===== src/rtl/fifo_read_packer_pkg.sv =====
// -----------------------------------------------------------------------------
// fifo_read_packer_pkg
// Constants shared by the synchronous FIFO and its read-side packer, plus the
// packer state type.
// -----------------------------------------------------------------------------
package fifo_read_packer_pkg;

    localparam int FIFO_WIDTH    = 16;             // FIFO word width
    localparam int FIFO_DEPTH    = 16;             // FIFO entries
    localparam int max_fifo_addr = FIFO_DEPTH - 1; // highest FIFO address
    localparam int RDPK_PACK     = 2;              // FIFO words per output beat
    localparam int RDPK_CNT_W    = 8;              // underflow counter width

    typedef enum logic {
        FILL = 1'b0,   // gathering words from the FIFO
        SEND = 1'b1    // holding a beat until the consumer takes it
    } rdpk_state_e;

endpackage


===== src/rtl/fifo_read_packer_if.sv =====
// -----------------------------------------------------------------------------
// fifo_read_packer_if
// Bundles the FIFO read port and the wide output stream of the packer.
//   master : the packer  (drives fifo_rd_en and the out_* beat)
//   slave  : environment (drives FIFO data/flags, flush and out_ready)
// Signals:
//   fifo_rd_en      read strobe to FIFO
//   fifo_dout       FIFO data, valid one cycle after rd_en is sampled
//   fifo_empty      FIFO empty flag
//   fifo_underflow  FIFO underflow flag
//   flush           request to emit a partially filled beat
//   out_data        packed beat, lane 0 = LSBs = oldest word
//   out_keep        per-lane valid mask
//   out_valid       beat valid
//   out_ready       consumer accepts beat
// -----------------------------------------------------------------------------
interface fifo_read_packer_if
    import fifo_read_packer_pkg::*;
#(
    parameter int WIDTH = FIFO_WIDTH,
    parameter int PACK  = RDPK_PACK
);
    logic                    fifo_rd_en;
    logic [WIDTH-1:0]        fifo_dout;
    logic                    fifo_empty;
    logic                    fifo_underflow;
    logic                    flush;
    logic [WIDTH*PACK-1:0]   out_data;
    logic [PACK-1:0]         out_keep;
    logic                    out_valid;
    logic                    out_ready;

    modport master (
        output fifo_rd_en, out_data, out_keep, out_valid,
        input  fifo_dout, fifo_empty, fifo_underflow, flush, out_ready
    );

    modport slave (
        input  fifo_rd_en, out_data, out_keep, out_valid,
        output fifo_dout, fifo_empty, fifo_underflow, flush, out_ready
    );
endinterface


===== src/rtl/fifo_read_packer_sat_counter.sv =====
// -----------------------------------------------------------------------------
// sat_counter
// Event counter that counts up on every cycle i_inc is high and sticks at its
// all-ones value. Cleared only by reset.
// Ports:
//   clk      clock
//   rst      asynchronous active-high reset
//   i_inc    count-enable for this cycle
//   o_count  current count
// -----------------------------------------------------------------------------
module sat_counter #(
    parameter int CNT_W = 8
) (
    input  logic             clk,
    input  logic             rst,
    input  logic             i_inc,
    output logic [CNT_W-1:0] o_count
);
    logic [CNT_W-1:0] r_count;

    // NOTE: clocked state uses non-blocking assignments so every flop samples
    // pre-edge values, regardless of block ordering in the simulator.
    always_ff @(posedge clk or posedge rst) begin
        if (rst) begin
            r_count <= '0;
        end else if (i_inc && (r_count != '1)) begin
            r_count <= r_count + CNT_W'(1);
        end
    end

    assign o_count = r_count;
endmodule


===== src/rtl/fifo_read_packer.sv =====
// -----------------------------------------------------------------------------
// fifo_read_packer
// Pops WIDTH-bit words from a synchronous FIFO and packs PACK consecutive words
// into one wide beat on a valid/ready stream. Never reads an empty FIFO. A
// flush emits a partially filled beat with the unfilled lanes zeroed.
// Ports:
//   clk         clock, all logic on posedge
//   rst         asynchronous active-high reset
//   bus         fifo_read_packer_if.master (FIFO read port + output stream)
//   o_uf_count  saturating count of cycles with fifo_underflow high
//   o_busy      partial beat held, read in flight, or beat waiting
// -----------------------------------------------------------------------------
module fifo_read_packer
    import fifo_read_packer_pkg::*;
#(
    parameter int WIDTH = FIFO_WIDTH,
    parameter int PACK  = RDPK_PACK,
    parameter int CNT_W = RDPK_CNT_W
) (
    input  logic                clk,
    input  logic                rst,
    fifo_read_packer_if.master  bus,
    output logic [CNT_W-1:0]    o_uf_count,
    output logic                o_busy
);
    localparam int                IDX_W    = $clog2(PACK + 1);
    localparam logic [IDX_W-1:0]  IDX_LAST = IDX_W'(PACK - 1);

    rdpk_state_e       r_state;
    rdpk_state_e       w_state_nxt;
    logic [IDX_W-1:0]  r_idx;          // lanes filled so far
    logic              r_rd_pend;      // FIFO data arrives this cycle
    logic              r_flush_req;    // flush accepted, waiting for data to land
    logic [PACK-1:0]   r_keep;
    logic [WIDTH-1:0]  r_lane [PACK];

    logic              w_flush_hit;
    logic              w_flush_act;
    logic              w_rd_en;
    logic              w_capture_last;
    logic              w_go_flush;
    logic [PACK-1:0]   w_keep_partial;

    // A flush only counts when there is something to emit.
    assign w_flush_hit = bus.flush && ((r_idx != '0) || r_rd_pend);
    assign w_flush_act = r_flush_req || w_flush_hit;

    // Reads stop as soon as the in-flight word would complete the beat, so at
    // most one read is outstanding. rst gates the strobe so it drops the
    // moment reset asserts, not at the next edge.
    assign w_rd_en = !rst && (r_state == FILL) && !bus.fifo_empty
                     && ((int'(r_idx) + int'(r_rd_pend)) < PACK)
                     && !w_flush_act;

    assign w_capture_last = (r_state == FILL) && r_rd_pend && (r_idx == IDX_LAST);
    assign w_go_flush     = (r_state == FILL) && w_flush_act && !r_rd_pend
                            && (r_idx != '0);

    always_ff @(posedge clk or posedge rst) begin
        if (rst) begin
            r_state <= FILL;
        end else begin
            r_state <= w_state_nxt;
        end
    end

    // NOTE: every variable written here gets a default first, so no path can
    // leave it unassigned and infer a latch.
    always_comb begin
        w_state_nxt = r_state;
        case (r_state)
            FILL:    if (w_capture_last || w_go_flush) w_state_nxt = SEND;
            SEND:    if (bus.out_ready)                w_state_nxt = FILL;
            default: w_state_nxt = FILL;
        endcase
    end

    always_comb begin
        w_keep_partial = '0;
        for (int i = 0; i < PACK; i++) begin
            w_keep_partial[i] = (int'(r_idx) > i);
        end
    end

    always_ff @(posedge clk or posedge rst) begin
        if (rst) begin
            r_idx       <= '0;
            r_rd_pend   <= 1'b0;
            r_flush_req <= 1'b0;
            r_keep      <= '0;
        end else begin
            r_rd_pend <= w_rd_en;
            if (r_state == SEND) begin
                if (bus.out_ready) begin
                    r_idx       <= '0;
                    r_keep      <= '0;
                    r_flush_req <= 1'b0;
                end
            end else begin
                // A flush arriving with the very first read is kept, so that
                // word is emitted alone once it lands.
                if (bus.flush && ((r_idx != '0) || r_rd_pend || w_rd_en)) begin
                    r_flush_req <= 1'b1;
                end
                if (r_rd_pend) begin
                    r_idx <= r_idx + IDX_W'(1);
                end
                if (w_capture_last) begin
                    r_keep <= '1;
                end else if (w_go_flush) begin
                    r_keep <= w_keep_partial;
                end
            end
        end
    end

    // NOTE: the lane storage has no reset; out_keep is cleared by reset and
    // masks every lane, so stale contents can never reach out_data.
    always_ff @(posedge clk) begin
        if ((r_state == FILL) && r_rd_pend) begin
            for (int i = 0; i < PACK; i++) begin
                if (r_idx == IDX_W'(i)) r_lane[i] <= bus.fifo_dout;
            end
        end
    end

    always_comb begin
        bus.out_data = '0;
        for (int i = 0; i < PACK; i++) begin
            if (r_keep[i]) bus.out_data[i*WIDTH +: WIDTH] = r_lane[i];
        end
    end

    assign bus.fifo_rd_en = w_rd_en;
    assign bus.out_keep   = r_keep;
    assign bus.out_valid  = (r_state == SEND);
    assign o_busy         = (r_idx != '0) || r_rd_pend || (r_state == SEND);

    sat_counter #(.CNT_W(CNT_W)) u_uf_cnt (
        .clk     (clk),
        .rst     (rst),
        .i_inc   (bus.fifo_underflow),
        .o_count (o_uf_count)
    );

    // Safety properties: never read an empty FIFO; a stalled beat holds still.
    a_no_read_when_empty: assert property (@(posedge clk) disable iff (rst)
        !(bus.fifo_rd_en && bus.fifo_empty));

    a_beat_stable: assert property (@(posedge clk) disable iff (rst)
        (bus.out_valid && !bus.out_ready) |=>
        (bus.out_valid && $stable(bus.out_data) && $stable(bus.out_keep)));
endmodule


===== src/flat_wrapper.sv =====
// flat-port wrapper written by rule: the top's interface ports become plain ports
module fifo_read_packer_flat import fifo_read_packer_pkg::*;
#(
    parameter int WIDTH = FIFO_WIDTH,
    parameter int PACK  = RDPK_PACK,
    parameter int CNT_W = RDPK_CNT_W
)
  (clk, rst, o_uf_count, o_busy, bus_fifo_rd_en, bus_out_data, bus_out_keep, bus_out_valid, bus_fifo_dout, bus_fifo_empty, bus_fifo_underflow, bus_flush, bus_out_ready);
  fifo_read_packer_if #(.WIDTH(WIDTH), .PACK(PACK)) bus_i ();
  input  logic clk;
  input  logic rst;
  output logic [CNT_W-1:0] o_uf_count;
  output logic o_busy;
  output wire logic [$bits(bus_i.fifo_rd_en)-1:0] bus_fifo_rd_en;
  output wire logic [$bits(bus_i.out_data)-1:0] bus_out_data;
  output wire logic [$bits(bus_i.out_keep)-1:0] bus_out_keep;
  output wire logic [$bits(bus_i.out_valid)-1:0] bus_out_valid;
  input wire logic [$bits(bus_i.fifo_dout)-1:0] bus_fifo_dout;
  input wire logic [$bits(bus_i.fifo_empty)-1:0] bus_fifo_empty;
  input wire logic [$bits(bus_i.fifo_underflow)-1:0] bus_fifo_underflow;
  input wire logic [$bits(bus_i.flush)-1:0] bus_flush;
  input wire logic [$bits(bus_i.out_ready)-1:0] bus_out_ready;
  assign bus_fifo_rd_en = bus_i.fifo_rd_en;
  assign bus_out_data = bus_i.out_data;
  assign bus_out_keep = bus_i.out_keep;
  assign bus_out_valid = bus_i.out_valid;
  assign bus_i.fifo_dout = bus_fifo_dout;
  assign bus_i.fifo_empty = bus_fifo_empty;
  assign bus_i.fifo_underflow = bus_fifo_underflow;
  assign bus_i.flush = bus_flush;
  assign bus_i.out_ready = bus_out_ready;
  fifo_read_packer #(.WIDTH(WIDTH), .PACK(PACK), .CNT_W(CNT_W)) u_core (.clk(clk), .rst(rst), .bus(bus_i), .o_uf_count(o_uf_count), .o_busy(o_busy));
endmodule

===== config.mk =====
export PLATFORM = sky130hd
export DESIGN_NAME = fifo_read_packer_flat
export DESIGN_NICKNAME = d
export VERILOG_FILES = /design/src/rtl/fifo_read_packer_pkg.sv /design/src/rtl/fifo_read_packer_if.sv /design/src/rtl/fifo_read_packer_sat_counter.sv /design/src/rtl/fifo_read_packer.sv /design/src/flat_wrapper.sv
export SDC_FILE = /design/constraint.sdc
export NUM_CORES = 1
export LEC_CHECK = 0
export ABC_AREA = 1
export BUFFER_PORTS_ARGS = -buffer_cell sky130_fd_sc_hd__buf_2
export CORE_ASPECT_RATIO = 1.25
export CORE_UTILIZATION = 50
export CTS_CLUSTER_SIZE = 20
export DETAILED_ROUTE_END_ITERATION = 8
export PLACE_DENSITY = 0.78
export SETUP_SLACK_MARGIN = 0.15
export SLEW_MARGIN = 10
export SYNTH_ARGS = -nofsm -noshare
export SYNTH_HDL_FRONTEND = slang
export SYNTH_HIERARCHICAL = 1
export SYNTH_SLANG_ARGS = --single-unit

===== constraint.sdc =====
create_clock -name clk -period 4.75 [get_ports clk]
set_input_delay 0.2375 -clock clk [delete_from_list [all_inputs] [get_ports clk]]
set_output_delay 0.2375 -clock clk [all_outputs]
set_load 0.02 [all_outputs]

After elaboration in Yosys (flattened, before gate mapping)
Memories as Yosys holds them, arrays and structs flattened.
Index checks and enable logic that the tools add are counted.
Operators by class
  bitwise logic cells: 1
  reduce and logical (&&, ||, !) cells: 30
  magnitude comparators: 3
  muxes and demuxes: 23
  add/sub/neg operators: 3
  equality and inequality tests: 3
Operator list (number)
  $mux 16: 3
  $lt 32x3->1 const B: 1
  $reduce_or 16->1: 1
  $mux 1: 13
  $logic_and 1x1->1: 12
  $mux 2: 6
  $add 8x1->8 const B: 1
  $ne 8x8->1 const B: 1
  $reduce_and 2->1: 3
  $reduce_bool 2->1: 3
  $logic_or 1x1->1: 5
  $gt 2x1->1 const B: 2
  $logic_not 1->1: 4
  $add 2x1->3: 1
  $reduce_bool 3->1: 1
  $add 2x1->2 const B: 1
  $eq 2x1->1 const B: 1
  $logic_not 2->1: 1
  $ne 2x2->1 const B: 1
  $pmux 1 s2: 1
  $not 1->1: 1
Storage, ports and cells
  input bits: 22
  output and inout bits: 45
  logic and storage cells: 70
  memories: 1
  bits in registers: 15
  memory bits (writable): 32
Memories
  u_core.r_lane: words 2, bits a word 16, read ports 2, clocked after memory_dff 0, write ports 1, RTL line fifo_read_packer.sv:35  | logic [WIDTH-1:0] r_lane [PACK];

Longest topological paths before layout
  depth in word-level cells: 10
  depth in mapped cells: 8
  gate-level depth less buffers: 8

Hierarchy
Netlist, hierarchy kept.
Modules (own cells, without submodules)
  fifo_read_packer: cells an instance 158, instances 1, sequential area each 1136.1 µm², area an instance 1651.6 µm²
  sat_counter: cells an instance 63, instances 1, sequential area each 200.2 µm², area an instance 473.0 µm²

Worst setup path before layout
OpenSTA, ideal clock, no wires.
  path type: reg2reg
  start point: register u_core.r_state (netlist: u_core/bus.out_valid)
  end point: memory u_core/r_lane[0][0] (netlist bit) (enable)
  library setup time: 389 ps
  clock period less this slack: 1847 ps
  slack: 2903 ps
  arrival time: 1458 ps
  required time: 4361 ps
  stages on the path, launching flop included: 4
  buffers on the path: 0
  cell sequence: dfrtp_1 > nor2_2 > inv_1 > nor2_1
On the way
  word-level cells in the longest chain between the ends: 6
  elaborated cells on any way between the ends: 9
  those cells by class: 6 x mux; 1 x bitwise; 2 x reduce/logical
RTL lines
  start, declared: RTL line fifo_read_packer.sv:29  | rdpk_state_e r_state;
  start signal, assigned: RTL line fifo_read_packer.sv:63  | r_state <= w_state_nxt;
  $not 1->1 (*): RTL line fifo_read_packer.sv:120  | if ((r_state == FILL) && r_rd_pend) begin
  $logic_and 1x1->1 (*): RTL line fifo_read_packer.sv:120
  $mux 1: RTL line fifo_read_packer.sv:120
  $mux 1 (not written as such): RTL line fifo_read_packer.sv:122  | if (r_idx == IDX_W'(i)) r_lane[i] <= bus.fifo_dout;
  $reduce_or 16->1 (no source line)
  $mux 1 (no source line)
  end, declared: RTL line fifo_read_packer.sv:35
Mark *: on every way between the ends. The rest lies on a longest branch, timed or not.

Final worst setup path
  start point: input rst
  end point: output bus_fifo_rd_en
On the way
  word-level cells in the longest chain between the ends: 5
RTL lines
  start, declared: RTL line flat_wrapper.sv:11  | input logic rst;
  $logic_not 1->1: RTL line fifo_read_packer.sv:51  | assign w_rd_en = !rst && (r_state == FILL) && !bus.fifo_empty
  $logic_and 1x1->1 (2 in series): RTL line fifo_read_packer.sv:51
  $logic_and 1x1->1: RTL line fifo_read_packer.sv:52  | && ((int'(r_idx) + int'(r_rd_pend)) < PACK)
  $logic_and 1x1->1: RTL line fifo_read_packer.sv:53  | && !w_flush_act;
  end, declared: RTL line flat_wrapper.sv:14  | output wire logic [$bits(bus_i.fifo_rd_en)-1:0] bus_fifo_rd_en;
Every way passes these cells.

==> results.cfg <==
[sta]
rsz0062_at_grt = no
hold_viol_final = 0
maxSlewHeadroom = 0.582
tightestPinTransition_ns = 0.627
fin_crit_sh = 0.397
setup_violations = 0
slew_violations = 0
worst_clock_skew_ns = 0.00572
tns_ns = 0
max_freq_mhz = 530
period_needed_ns = 1.89

[global_route]
grt_start_max_net_pins = 19
track_usage = 0.162
grt.busiest_layer = met2
antenna_found_initial = 0
use_met2 = 0.300
grt_pass1_wl_microns = 5270
grt_overflow = 0
grtUsageMet1 = 0.175
first_global_vias = 1267
use_met3 = 0.0344

[clock_tree]
clkTransAtPathRegs_ns = 0.09
cts_made_buffers = 5
clock-root-buffer = clkbuf_8
clockBufferDepth = 2
clk_latency_ns = 0.29
numClockSinks = 47
tritoncts = built
htreeDepth = 2

[critical_path]
cp-startpoint = rst
path_class = in2out
r2r_cells = 4
path_max_fanout = 8
reg2reg_to = u_core/r_lane[0][18]
end_kind = output pin
reg2reg_slack_ns = 3.11
timing.rr.start = u_core/r_idx[1]
crit_end = bus_fifo_rd_en
crit_arrival_ns = 1.65
start_kind = input port
cp.required_ns = 4.51

[synthesis]
yosysSeqAreaShare = 0.629
ys_seq_elements = 47
synth_nets = 247
syn_avg_cell_area_sq_um = 9.61
ys_warn_count = 6
netlist_area_sq_mm = 0.00212
synth_cell_types = 23
syn_inst = 221

[power]
leakagePower_nw = 1.51
p_total_mw = 1.29
ir_drop_mv = 0.309
powerDensity_mw_per_mm2 = 493

[finish]
areaGrowthSynthToFinish_pct = 23.1
multiInputGateArea_sq_um = 544
drive_gt1_frac = 0.302
antenna_cells = 0
nNetsFinal = 316
fillCellCount = 334
register_area_sq_mm = 0.00134

[floorplanning]
coreArea_sq_mm = 0.00407
die_w_microns = 60.3
rows = 26
ios = 67
die_h_microns = 74.9
start_util = 0.522
die_area_sq_mm = 0.00452

[detailed_routing]
viasPerCell = 4.49
vias = 1557
drt-total-wl_microns = 3550
postRouteAntennaNets = 0
drt_iter0_markers = 59
drc_errors = 0
avgRoutedWirePerCell_microns = 10.2
dr.pass1.iters = 4

[place]
dp_hpwl_microns = 2580
gp_congestion = 0.722
io_buffers = 66

[status]
status = finished, final reports clean

[job]
cap_violations = 0

[worst_hold_path]
hold_path_class = in2reg
[stage by stage]
step / util / worst slack (ns) / cells / instance area [sq um] / hold WS [ns]
2_1_floorplan: - / 2.90 / 221 / 2120 / 0.0491
3_3_place_gp: 0.613 / 3.18 / 338 / 2490 / 0.212
3_5_place_dp: 0.613 / 3.14 / 338 / 2490 / 0.212
4_1_cts: 0.643 / 2.82 / 347 / 2620 / 0.119
5_1_grt: 0.643 / 2.67 / 347 / 2620 / 0.111
6_report: 0.643 / 2.86 / 347 / 2620 / 0.128
[critical path, stage by stage]
cell	delay (ns)
dlygate4sd3_1	0.53
buf_2	0.12
inv_1	0.24
nand3b_1	0.11
nor2_1	0.10
nand2_1	0.08
inv_1	0.07
buf_2	0.16
[cells in the final DEF, fill, tap and decap left out, types with 3 or more instances in the layout]
cell       n
clkbuf_8   5
o21ai_1    3
inv_1     52
nand2_2    4
dfrtp_1   15
nand3_1    7
nor2_2     4
ha_1       4
buf_2     66
nand2_1   71
nor2_1     7
a21oi_1    3
edfxtp_1  32
[synthesized netlist by cell type]
master,n,area [sq um]
or2_4,1,8.76
inv_2,2,7.51
nand3_2,2,20.0
nand3b_1,2,15.0
o21ai_1,3,15.0
a21oi_1,3,15.0
buf_2,3,15.0
dfrtp_1,15,375
inv_1,52,195
nand3_1,7,35.0
a22o_1,1,8.76
nand4_1,2,12.5
buf_4,2,15.0
nor2_1,7,26.3
edfxtp_1,32,961
o211ai_1,1,7.51
ha_1,4,50.1
nor2_2,4,25.0
o21ai_0,1,5.00
buf_6,1,11.3
nand2_1,71,267
nand2_2,4,25.0
xnor2_1,1,8.76
[metal layers]
metal,wire (microns),vias up
met5,0,-
met1,1490,691
met2,1840,54
li1,-,807
met4,43,0
met3,174,5
[state kept, by name, indices dropped and copies added (netlist names)]
| signal | count |
|---|---|
| u_core/u_uf_cnt/o_count | 8 |
| u_core/bus.out_keep | 2 |
| u_core/r_rd_pend | 1 |
| u_core/bus.out_valid | 1 |
| u_core/r_flush_req | 1 |
| u_core/r_lane | 32 |
| u_core/r_idx | 2 |
[worst min path at each step]
stage	startpoint	endpoint	slack, ns	cells past startpoint
detailed placement	rst	u_core/u_uf_cnt/o_count[0]	0.21	2
global route	bus_fifo_dout[14]	u_core/r_lane[0][30]	0.11	1
finish	bus_fifo_dout[12]	u_core/r_lane[0][12]	0.13	1
CTS	bus_fifo_dout[12]	u_core/r_lane[0][12]	0.12	1
floorplan	rst	u_core/bus.out_keep[0]	0.05	1
global placement	rst	u_core/r_idx[0]	0.21	2
[where the power goes]
group | switching [mW] | internal [mW]
registers | 0.0743 | 0.503
clock network | 0.135 | 0.159
logic | 0.271 | 0.147
[area by class of cell]
type                       instances  area share
timing repair buffer              68       0.133
sequential                        47       0.511
multi-input combinational        114       0.208
inverter                          54      0.0775
clock buffer                       5      0.0263
clock inverter                     3      0.0177
tap                               56      0.0268
[cells by family (layout without fill, tap and decap cells)]
kind of cell / after synthesis / in the layout / synth area share
simple gates: 100 / 100 / 0.204
buf+inv: 60 / 130 / 0.115
flops: 47 / 47 / 0.629
compound gates: 9 / 9 / 0.0241
fa+ha+maj: 4 / 4 / 0.0236
xor+xnor: 1 / 1 / 0.00412
[repair_timing]
| action | CTS | global route |
|---|---|---|
| hold endpoints to repair | 15 | 0 |
| hold buffers | 1 | 0 |
| resized for setup | 0 | 0 |
| setup buffers | 0 | 0 |
Power figures use the tool's default switching activity.
